### src/rtl/vmx_pkg.sv
// Shared VMX definitions: default bus widths and the
// memory-access FSM state encoding.
package vmx_pkg;

  localparam int ADDR_W_DEF = 32;
  localparam int DATA_W_DEF = 32;

  typedef enum logic [1:0] {
    IDLE    = 2'b00,
    WR_WAIT = 2'b01,
    RD_WAIT = 2'b10
  } state_t;

endpackage

### src/rtl/vmx_rw_grant.sv
// Combinational write/read grant decision.
// Ports: i_wr_ok, i_rd_ok, i_sat (streak at limit) -> o_gnt_wr, o_gnt_rd.
module vmx_rw_grant (
  input  logic i_wr_ok,
  input  logic i_rd_ok,
  input  logic i_sat,
  output logic o_gnt_wr,
  output logic o_gnt_rd
);

  // Arms are mutually exclusive: a write wins unless a read
  // is waiting and the write streak has hit its limit.
  always_comb begin
    o_gnt_wr = 1'b0;
    o_gnt_rd = 1'b0;
    unique case (1'b1)
      (i_wr_ok & ~(i_rd_ok & i_sat)): o_gnt_wr = 1'b1;
      (i_rd_ok & ~(i_wr_ok & ~i_sat)): o_gnt_rd = 1'b1;
      default: ;
    endcase
  end

endmodule

### src/rtl/vmx_mem_access_arbiter.sv
// Drains VMX read/write queues onto one single-beat memory port.
// Ports: rd/wr/res queue heads+pops, opd queue push, mem req/ack, busy.
module vmx_mem_access_arbiter
  import vmx_pkg::*;
#(
  parameter int ADDR_W        = ADDR_W_DEF,
  parameter int DATA_W        = DATA_W_DEF,
  parameter int WR_STREAK_MAX = 4
) (
  input  logic              clk,
  input  logic              rst_n,
  input  logic [ADDR_W-1:0] rd_fifo_instr,
  input  logic              rd_fifo_empty,
  output logic              rd_fifo_rena,
  input  logic [ADDR_W-1:0] wr_fifo_instr,
  input  logic              wr_fifo_empty,
  output logic              wr_fifo_rena,
  input  logic [DATA_W-1:0] res_fifo_data,
  input  logic              res_fifo_empty,
  output logic              res_fifo_rena,
  output logic [DATA_W-1:0] opd_fifo_data,
  input  logic              opd_fifo_full,
  output logic              opd_fifo_wren,
  output logic              mem_req,
  output logic              mem_we,
  output logic [ADDR_W-1:0] mem_addr,
  output logic [DATA_W-1:0] mem_wdata,
  input  logic              mem_ack,
  input  logic [DATA_W-1:0] mem_rdata,
  output logic              busy
);

  localparam int SW = $clog2(WR_STREAK_MAX + 1);
  localparam logic [ADDR_W-1:0] ALIGN = ~ADDR_W'(3);

  state_t              r_state;
  logic [SW-1:0]       r_streak;
  logic                r_req;
  logic                r_we;
  logic [ADDR_W-1:0]   r_addr;
  logic [DATA_W-1:0]   r_wdata;
  logic [DATA_W-1:0]   r_opd;
  logic                r_wren;

  logic                w_idle;
  logic                w_wr_ok;
  logic                w_rd_ok;
  logic                w_sat;
  logic                w_gnt_wr;
  logic                w_gnt_rd;
  logic                w_pop_wr;
  logic                w_pop_rd;
  logic [SW-1:0]       w_streak_inc;

  // Pops are held off while reset is asserted.
  assign w_idle  = (r_state == IDLE) & rst_n;
  assign w_wr_ok = ~wr_fifo_empty & ~res_fifo_empty;
  // Space for the returned word is reserved here; we are the
  // only writer of the operand queue.
  assign w_rd_ok = ~rd_fifo_empty & ~opd_fifo_full;
  assign w_sat   = (r_streak >= SW'(WR_STREAK_MAX));
  assign w_streak_inc = w_sat ? r_streak : r_streak + 1'b1;

  vmx_rw_grant u_grant (
    .i_wr_ok  (w_wr_ok),
    .i_rd_ok  (w_rd_ok),
    .i_sat    (w_sat),
    .o_gnt_wr (w_gnt_wr),
    .o_gnt_rd (w_gnt_rd)
  );

  assign w_pop_wr = w_idle & w_gnt_wr;
  assign w_pop_rd = w_idle & w_gnt_rd;

  always_ff @(posedge clk or negedge rst_n) begin
    if (!rst_n) begin
      r_state  <= IDLE;
      r_streak <= '0;
      r_req    <= 1'b0;
      r_we     <= 1'b0;
      r_addr   <= '0;
      r_wdata  <= '0;
      r_opd    <= '0;
      r_wren   <= 1'b0;
    end else begin
      r_wren <= 1'b0;
      unique case (r_state)
        IDLE: begin
          if (w_pop_wr) begin
            r_state  <= WR_WAIT;
            r_req    <= 1'b1;
            r_we     <= 1'b1;
            r_addr   <= wr_fifo_instr & ALIGN;
            r_wdata  <= res_fifo_data;
            r_streak <= w_rd_ok ? w_streak_inc : '0;
          end else if (w_pop_rd) begin
            r_state  <= RD_WAIT;
            r_req    <= 1'b1;
            r_we     <= 1'b0;
            r_addr   <= rd_fifo_instr & ALIGN;
            r_streak <= '0;
          end
        end
        WR_WAIT: begin
          if (mem_ack) begin
            r_req   <= 1'b0;
            r_state <= IDLE;
          end
        end
        RD_WAIT: begin
          if (mem_ack) begin
            r_req   <= 1'b0;
            r_state <= IDLE;
            r_opd   <= mem_rdata;
            r_wren  <= 1'b1;
          end
        end
        default: begin
          r_req   <= 1'b0;
          r_state <= IDLE;
        end
      endcase
    end
  end

  assign rd_fifo_rena  = w_pop_rd;
  assign wr_fifo_rena  = w_pop_wr;
  assign res_fifo_rena = w_pop_wr;
  assign opd_fifo_data = r_opd;
  assign opd_fifo_wren = r_wren;
  assign mem_req       = r_req;
  assign mem_we        = r_we;
  assign mem_addr      = r_addr;
  assign mem_wdata     = r_wdata;
  assign busy          = (r_state != IDLE);

endmodule

### config.mk
export PLATFORM = sky130hd
export DESIGN_NAME = vmx_mem_access_arbiter
export DESIGN_NICKNAME = d
export VERILOG_FILES = /design/src/rtl/vmx_pkg.sv /design/src/rtl/vmx_rw_grant.sv /design/src/rtl/vmx_mem_access_arbiter.sv
export SDC_FILE = /design/constraint.sdc
export NUM_CORES = 1
export LEC_CHECK = 0
export CORE_UTILIZATION = 35
export CTS_CLUSTER_DIAMETER = 200
export DETAILED_ROUTE_END_ITERATION = 8
export PLACE_DENSITY = 0.74
export SYNTH_ARGS = -nofsm -noshare
export SYNTH_HDL_FRONTEND = slang
export SYNTH_HIERARCHICAL = 1
export SYNTH_SLANG_ARGS = --single-unit
### constraint.sdc
create_clock -name clk -period 3.7 [get_ports clk]
set_input_delay 1.11 -clock clk [delete_from_list [all_inputs] [get_ports clk]]
set_output_delay 1.11 -clock clk [all_outputs]
set_load 0.02 [all_outputs]
# Word-level counts from Yosys, hierarchy flattened
# Cells that the tools add are included.
[word_totals] ff_bits=104 out_inout_bits=103
[op_classes] n_addsub=1 magnitude_cmp=1 n_eq_ne=5 muxes=20 bitwise_logic=16 reduce_logical=9
[ops] op="32-bit two-way mux" n=2
[ops] op="3-bit two-way mux" n=4
[ops] op="1-bit AND" n=9
[ops] op="1-bit two-way mux" n=9
[ops] op="2-bit AND reduction" n=4
[ops] op="1-bit NOT" n=7
[ops] op="2-bit two-way mux" n=3
[ops] op="3-bit inequality test, second input constant" n=2
[ops] op="2-bit case mux with 2 select lines" n=1
[ops] op="2-bit nonzero test" n=2
[ops] op="3-bit by 1-bit adder with 3-bit output, second input constant" n=1
[ops] op="3-bit greater-or-equal comparator, second input constant" n=1
[ops] op="3-bit AND reduction" n=1
[ops] op="2-bit by 1-bit equality test with 1-bit output, second input constant" n=1
[ops] op="2-bit equality test, second input constant" n=1
[ops] op="2-bit zero test" n=1
[ops] op="2-bit by 1-bit inequality test with 1-bit output, second input constant" n=1
[ops] op="1-bit case mux with 2 select lines" n=1
[ops] op="2-bit OR reduction" n=1

# Longest topological paths before layout
[depth] depth_word=10 ltp_mapped=8 depth_no_buf=6

# Modules after synthesis
# Netlist, hierarchy kept.
[modules_own_cells] module="vmx_mem_access_arbiter" instances=1 cells_each=386 area_per_inst_um2=4254.1 seq_area_each_um2=2552.4
[modules_own_cells] module="vmx_rw_grant" instances=1 cells_each=3 area_per_inst_um2=18.8 seq_area_each_um2=0.0

# Worst setup path before layout
# OpenSTA, ideal clock, no wires.
[synth_timing] path_kind="input port to output port" startpoint="input port res_fifo_empty" endpoint="output port wr_fifo_rena" arrival_time_ps=2166 t_required_ps=2590 path_slack_ps=424 path_stages=7 n_path_buf=3 cell_sequence="nor2_1 a21boi_1 buf_4 nand3_2 inv_2 buf_4 buf_4"
[synth_between] elab_chain_len=5
[synth_lines] item="start: declaration" line="vmx_mem_access_arbiter.sv:19" text="input logic res_fifo_empty,"
[synth_lines] item="1-bit NOT" line="vmx_mem_access_arbiter.sv:57" text="assign w_wr_ok = ~wr_fifo_empty & ~res_fifo_empty;"
[synth_lines] item="1-bit AND" line="vmx_mem_access_arbiter.sv:57"
[synth_lines] item="1-bit AND" line="vmx_rw_grant.sv:17" text="(i_wr_ok & ~(i_rd_ok & i_sat)): o_gnt_wr = 1'b1;"
[synth_lines] item="1-bit two-way mux" line="vmx_rw_grant.sv:16" text="unique case (1'b1)"
[synth_lines] item="net w_gnt_wr" line="vmx_mem_access_arbiter.sv:49" text="logic w_gnt_wr;"
[synth_lines] item="1-bit AND" line="vmx_mem_access_arbiter.sv:72" text="assign w_pop_wr = w_idle & w_gnt_wr;"
[synth_lines] item="end: declaration" line="vmx_mem_access_arbiter.sv:17" text="output logic wr_fifo_rena,"
# The timed path passes the listed nets, and every way through them passes these cells.

# Final worst setup path
[layout_timing] startpoint="input port rd_fifo_empty" endpoint="output port res_fifo_rena"
[layout_between] elab_chain_len=7
[layout_lines] item="start: declaration" line="vmx_mem_access_arbiter.sv:13" text="input logic rd_fifo_empty,"
[layout_lines] item="1-bit NOT" line="vmx_mem_access_arbiter.sv:60" text="assign w_rd_ok = ~rd_fifo_empty & ~opd_fifo_full;"
[layout_lines] item="1-bit AND" line="vmx_mem_access_arbiter.sv:60"
[layout_lines] item="net w_rd_ok" line="vmx_mem_access_arbiter.sv:47" text="logic w_rd_ok;"
[layout_lines] item="1-bit AND" line="vmx_rw_grant.sv:17"
[layout_lines] item="1-bit NOT" line="vmx_rw_grant.sv:17"
[layout_lines] item="1-bit AND" line="vmx_rw_grant.sv:17"
[layout_lines] item="1-bit two-way mux" line="vmx_rw_grant.sv:16"
[layout_lines] item="net w_gnt_wr" line="vmx_mem_access_arbiter.sv:49"
[layout_lines] item="1-bit AND" line="vmx_mem_access_arbiter.sv:72"
[layout_lines] item="end: declaration" line="vmx_mem_access_arbiter.sv:20" text="output logic res_fifo_rena,"
# The timed path passes the listed nets, and every way through them passes these cells.

==> impl_metrics.xml <==
<?xml version="1.0" encoding="UTF-8"?>
<metrics>
  <group name="status">
    <metric name="run_status" unit="">complete, no violations</metric>
  </group>
  <group name="clock_network">
    <metric name="postCtsSetupBuffers" unit="">0</metric>
    <metric name="htreeDepth" unit="">3</metric>
    <metric name="clock_sink_count" unit="">102</metric>
    <metric name="numCtsBuffers" unit="">9</metric>
    <metric name="cts.reportedPaths.clkPinSlew" unit="ns">0.06</metric>
    <metric name="insertion_delay" unit="ns">0.34</metric>
    <metric name="cts_tree" unit="">built</metric>
    <metric name="clock-root-buffer" unit="">sky130_fd_sc_hd__clkbuf_16</metric>
    <metric name="cts_buffer_depth" unit="">2</metric>
  </group>
  <group name="yosys">
    <metric name="ys_seq_area_frac" unit="">0.5974</metric>
    <metric name="yosys.area.top_type" unit="">sky130_fd_sc_hd__dfrtp_1</metric>
    <metric name="synth.top_cells.by_area" unit="">sky130_fd_sc_hd__dfrtp_1 60%, sky130_fd_sc_hd__nand2_1 11%, sky130_fd_sc_hd__mux2_2 8.4%</metric>
    <metric name="ys_async_sr_fraction" unit="">1.000</metric>
    <metric name="yosysUniqueCellTypes" unit="">31</metric>
    <metric name="synth.ff_latch_count" unit="">102</metric>
    <metric name="synthesis.yosys.warnings" unit="">6</metric>
    <metric name="post-synth-top-count-cell" unit="">sky130_fd_sc_hd__nand2_1</metric>
    <metric name="synth_edf_count" unit="">0</metric>
    <metric name="synth-main-ff-cell" unit="">sky130_fd_sc_hd__dfrtp_1</metric>
    <metric name="ys_top_cells_by_count" unit="">130 x sky130_fd_sc_hd__nand2_1, 102 x sky130_fd_sc_hd__dfrtp_1, 32 x sky130_fd_sc_hd__mux2_2, 30 x sky130_fd_sc_hd__mux2i_1, 29 x sky130_fd_sc_hd__o21ai_0</metric>
    <metric name="synthesis.instances" unit="">389</metric>
    <metric name="synthesis.area_per_instance" unit="µm²">10.98</metric>
    <metric name="synthDominantCellAreaShare" unit="">0.5974</metric>
    <metric name="syn-cell-area" unit="µm²">4273</metric>
  </group>
  <group name="layout">
    <metric name="layout.area.seq" unit="µm²">2552</metric>
    <metric name="finalCoreUtilization" unit="">0.5996</metric>
    <metric name="antennaDiodeCount" unit="">0</metric>
    <metric name="filler_cell_count" unit="">1008</metric>
    <metric name="area_growth_syn_to_layout" unit="%">63.66</metric>
    <metric name="drive_above_1_share" unit="">0.1075</metric>
    <metric name="combined_area_of_the_multi_input_logic_cells" unit="µm²">1556</metric>
    <metric name="fin_nets" unit="">757</metric>
  </group>
  <group name="floorplanning">
    <metric name="die_width" unit="µm">112.5</metric>
    <metric name="initial_utilization" unit="">0.3664</metric>
    <metric name="fp.dieH" unit="µm">112.5</metric>
    <metric name="num_rows" unit="">39</metric>
    <metric name="dieArea" unit="µm²">12650</metric>
    <metric name="core-area" unit="µm²">11660</metric>
    <metric name="top_level_ports" unit="">238</metric>
  </group>
  <group name="timing">
    <metric name="period_minus_slack" unit="ns">3.606</metric>
    <metric name="hold_viol" unit="">0</metric>
    <metric name="period_share" unit="">0.9747</metric>
    <metric name="slew_headroom" unit="">0.5240</metric>
    <metric name="fin_worst_skew" unit="ns">0.005782</metric>
    <metric name="whs" unit="ns">0.4732</metric>
    <metric name="tightestPinTransition" unit="ns">0.7141</metric>
    <metric name="grt_setup_unrepaired" unit="">false</metric>
    <metric name="maxClockFrequency" unit="MHz">277.3</metric>
    <metric name="setup_viol_count_final" unit="">0</metric>
    <metric name="slew_violations" unit="">0</metric>
  </group>
  <group name="setup_path">
    <metric name="critical_path.endpoint_type" unit="">output port</metric>
    <metric name="critical_path_class" unit="">in -&gt; out</metric>
    <metric name="worst_reg_to_reg_cells" unit="">6</metric>
    <metric name="crit_fanout" unit="">3</metric>
    <metric name="timing.rr.end" unit="">r_streak[1]</metric>
    <metric name="worstPathRequired" unit="ns">2.59</metric>
    <metric name="worst_ep_arrival_time" unit="ns">2.50</metric>
    <metric name="start_kind" unit="">input pin</metric>
    <metric name="r2r_start" unit="">r_streak[2]</metric>
    <metric name="regToRegSetupSlack" unit="ns">1.69</metric>
  </group>
  <group name="pwr">
    <metric name="ir_drop" unit="mV">0.3114</metric>
    <metric name="power_density" unit="nW/µm²">776.7</metric>
    <metric name="power_leakage" unit="nW">3.149</metric>
  </group>
  <group name="hold_path">
    <metric name="worst_hold_path.num_cells" unit="">2</metric>
    <metric name="holdPathEnd" unit="">mem_wdata[12]</metric>
    <metric name="min-delay-path-class" unit="">reg -&gt; reg</metric>
    <metric name="hold_start" unit="">mem_wdata[12]</metric>
  </group>
  <group name="drt">
    <metric name="post-route-drc-count" unit="">0</metric>
    <metric name="drt.antenna.violating_nets" unit="">0</metric>
    <metric name="drt-total-wl" unit="µm">11420</metric>
    <metric name="viasPerCell" unit="">4.601</metric>
    <metric name="dr_total_vias" unit="">3524</metric>
    <metric name="wl_per_cell" unit="µm">14.91</metric>
    <metric name="first_iter_violations" unit="">139</metric>
    <metric name="dr.pass1.iters" unit="">4</metric>
  </group>
  <group name="place">
    <metric name="gp_routability_congestion" unit="">0.7186</metric>
    <metric name="hpwl" unit="µm">8783</metric>
    <metric name="port_buffers" unit="">231</metric>
  </group>
  <group name="grt">
    <metric name="grt_pass1_wl" unit="µm">18590</metric>
    <metric name="first_global_vias" unit="">3732</metric>
    <metric name="pin_count_of_the_biggest_net_entering_global_routing" unit="">57</metric>
    <metric name="globalRoute.totalOverflow" unit="">0</metric>
    <metric name="grt_antenna_before_repair" unit="">0</metric>
    <metric name="global_route.usage.total" unit="">0.1862</metric>
  </group>
  <group name="run">
    <metric name="maxCapViolCount" unit="">0</metric>
  </group>
</metrics>
==> repair_timing <==
action                                  CTS  global route
endpoints found under the setup margin    3             3
pin swaps                                 0             0
gates resized for setup                   5             5
hold buffers                              0             0
==> power by group <==
part	switching [mW]	leakage [nW]	internal, mW
clock	0.406	0.135	0.475
combinational	1.31	1.75	1.33
sequential	0.274	1.26	1.64
total	1.99	3.15	3.44
==> per-layer routing <==
metal  global-route usage  up-vias  part of all wire
met1               0.2256     1633              0.41
met4              0.06133        0             0.014
met5                    0        -                 0
li1                     -     1725                 -
met3              0.04590       13             0.072
met2               0.3251      153              0.50
==> area by class of cell <==
class,instances,area share
flip-flops and latches,102,0.3650
well taps,143,0.02559
inverters,9,0.004831
clock inverters,5,0.005010
multi-input cells,254,0.2226
clock buffers,11,0.03471
repair buffers,242,0.3423
==> registers in the layout (all words and copies together) (netlist names) <==
register / count
mem_addr: 30
mem_req: 1
mem_wdata: 32
mem_we: 1
opd_fifo_data: 32
opd_fifo_wren: 1
r_state: 2
r_streak: 3
==> worst max-delay path by stage <==
stage / from / end / slack (ns) / cells after the start
6_report: rd_fifo_empty / res_fifo_rena / 0.09 / 7
5_1_grt: rd_fifo_empty / res_fifo_rena / 0.02 / 7
4_1_cts: rd_fifo_empty / rd_fifo_rena / 0.04 / 6
3_5_place_dp: rd_fifo_empty / rd_fifo_rena / -0.31 / 6
3_3_place_gp: rd_fifo_empty / rd_fifo_rena / -0.26 / 6
2_1_floorplan: res_fifo_empty / wr_fifo_rena / 0.42 / 7
==> layout by cell type, fill, tap and decap left out, types with 2 or more instances in the layout <==
cell and n:
sky130_fd_sc_hd__ha_1 4, sky130_fd_sc_hd__dfrtp_1 102, sky130_fd_sc_hd__clkinv_2 2, sky130_fd_sc_hd__inv_1 8, sky130_fd_sc_hd__clkdlybuf4s15_1 2, sky130_fd_sc_hd__clkbuf_16 9
sky130_fd_sc_hd__mux2i_1 30, sky130_fd_sc_hd__buf_4 12, sky130_fd_sc_hd__nand2_1 130, sky130_fd_sc_hd__conb_1 2, sky130_fd_sc_hd__and3_1 2, sky130_fd_sc_hd__mux2_2 32
sky130_fd_sc_hd__clkinv_4 2, sky130_fd_sc_hd__nor2_2 2, sky130_fd_sc_hd__o21ai_1 5, sky130_fd_sc_hd__a21oi_1 2, sky130_fd_sc_hd__nor2_1 2, sky130_fd_sc_hd__clkdlybuf4s50_1 227
sky130_fd_sc_hd__o21ai_0 29
==> critical path, stage by stage <==
cell and delay (ns):
sky130_fd_sc_hd__clkdlybuf4s50_1 0.49, sky130_fd_sc_hd__nor2_2 0.06, sky130_fd_sc_hd__buf_4 0.14, sky130_fd_sc_hd__a21boi_4 0.17, sky130_fd_sc_hd__nand3_2 0.11, sky130_fd_sc_hd__inv_2 0.11, sky130_fd_sc_hd__clkdlybuf4s15_1 0.31
==> per-stage QoR <==
step | cells | worst slack (ns) | power, mW | TNS (ns) | area [µm²]
floorplan | 390 | 0.4242 | 3.184 | 0 | 4277
global route | 766 | 0.02041 | 5.744 | 0 | 6993
finish | 766 | 0.09364 | 5.431 | 0 | 6993
detailed placement | 750 | -0.3134 | 4.609 | -0.7416 | 6705
CTS | 766 | 0.03736 | 5.500 | 0 | 6982
global placement | 750 | -0.2633 | 4.526 | -0.6812 | 6705
==> kinds of logic (layout without fill, tap and decap cells) <==
kind of cell,after synthesis,count (layout),share of synthesized area
and+or+nand+nor,142,142,0.1306
DFF,102,102,0.5974
other,1,2,0.0008776
muxes,62,62,0.1546
AOI/OAI and AO/OA,44,44,0.06091
buffers and inverters,34,267,0.04392
adders and majority gates,4,4,0.01171
No activity file was read; power rests on OpenSTA's default activity.
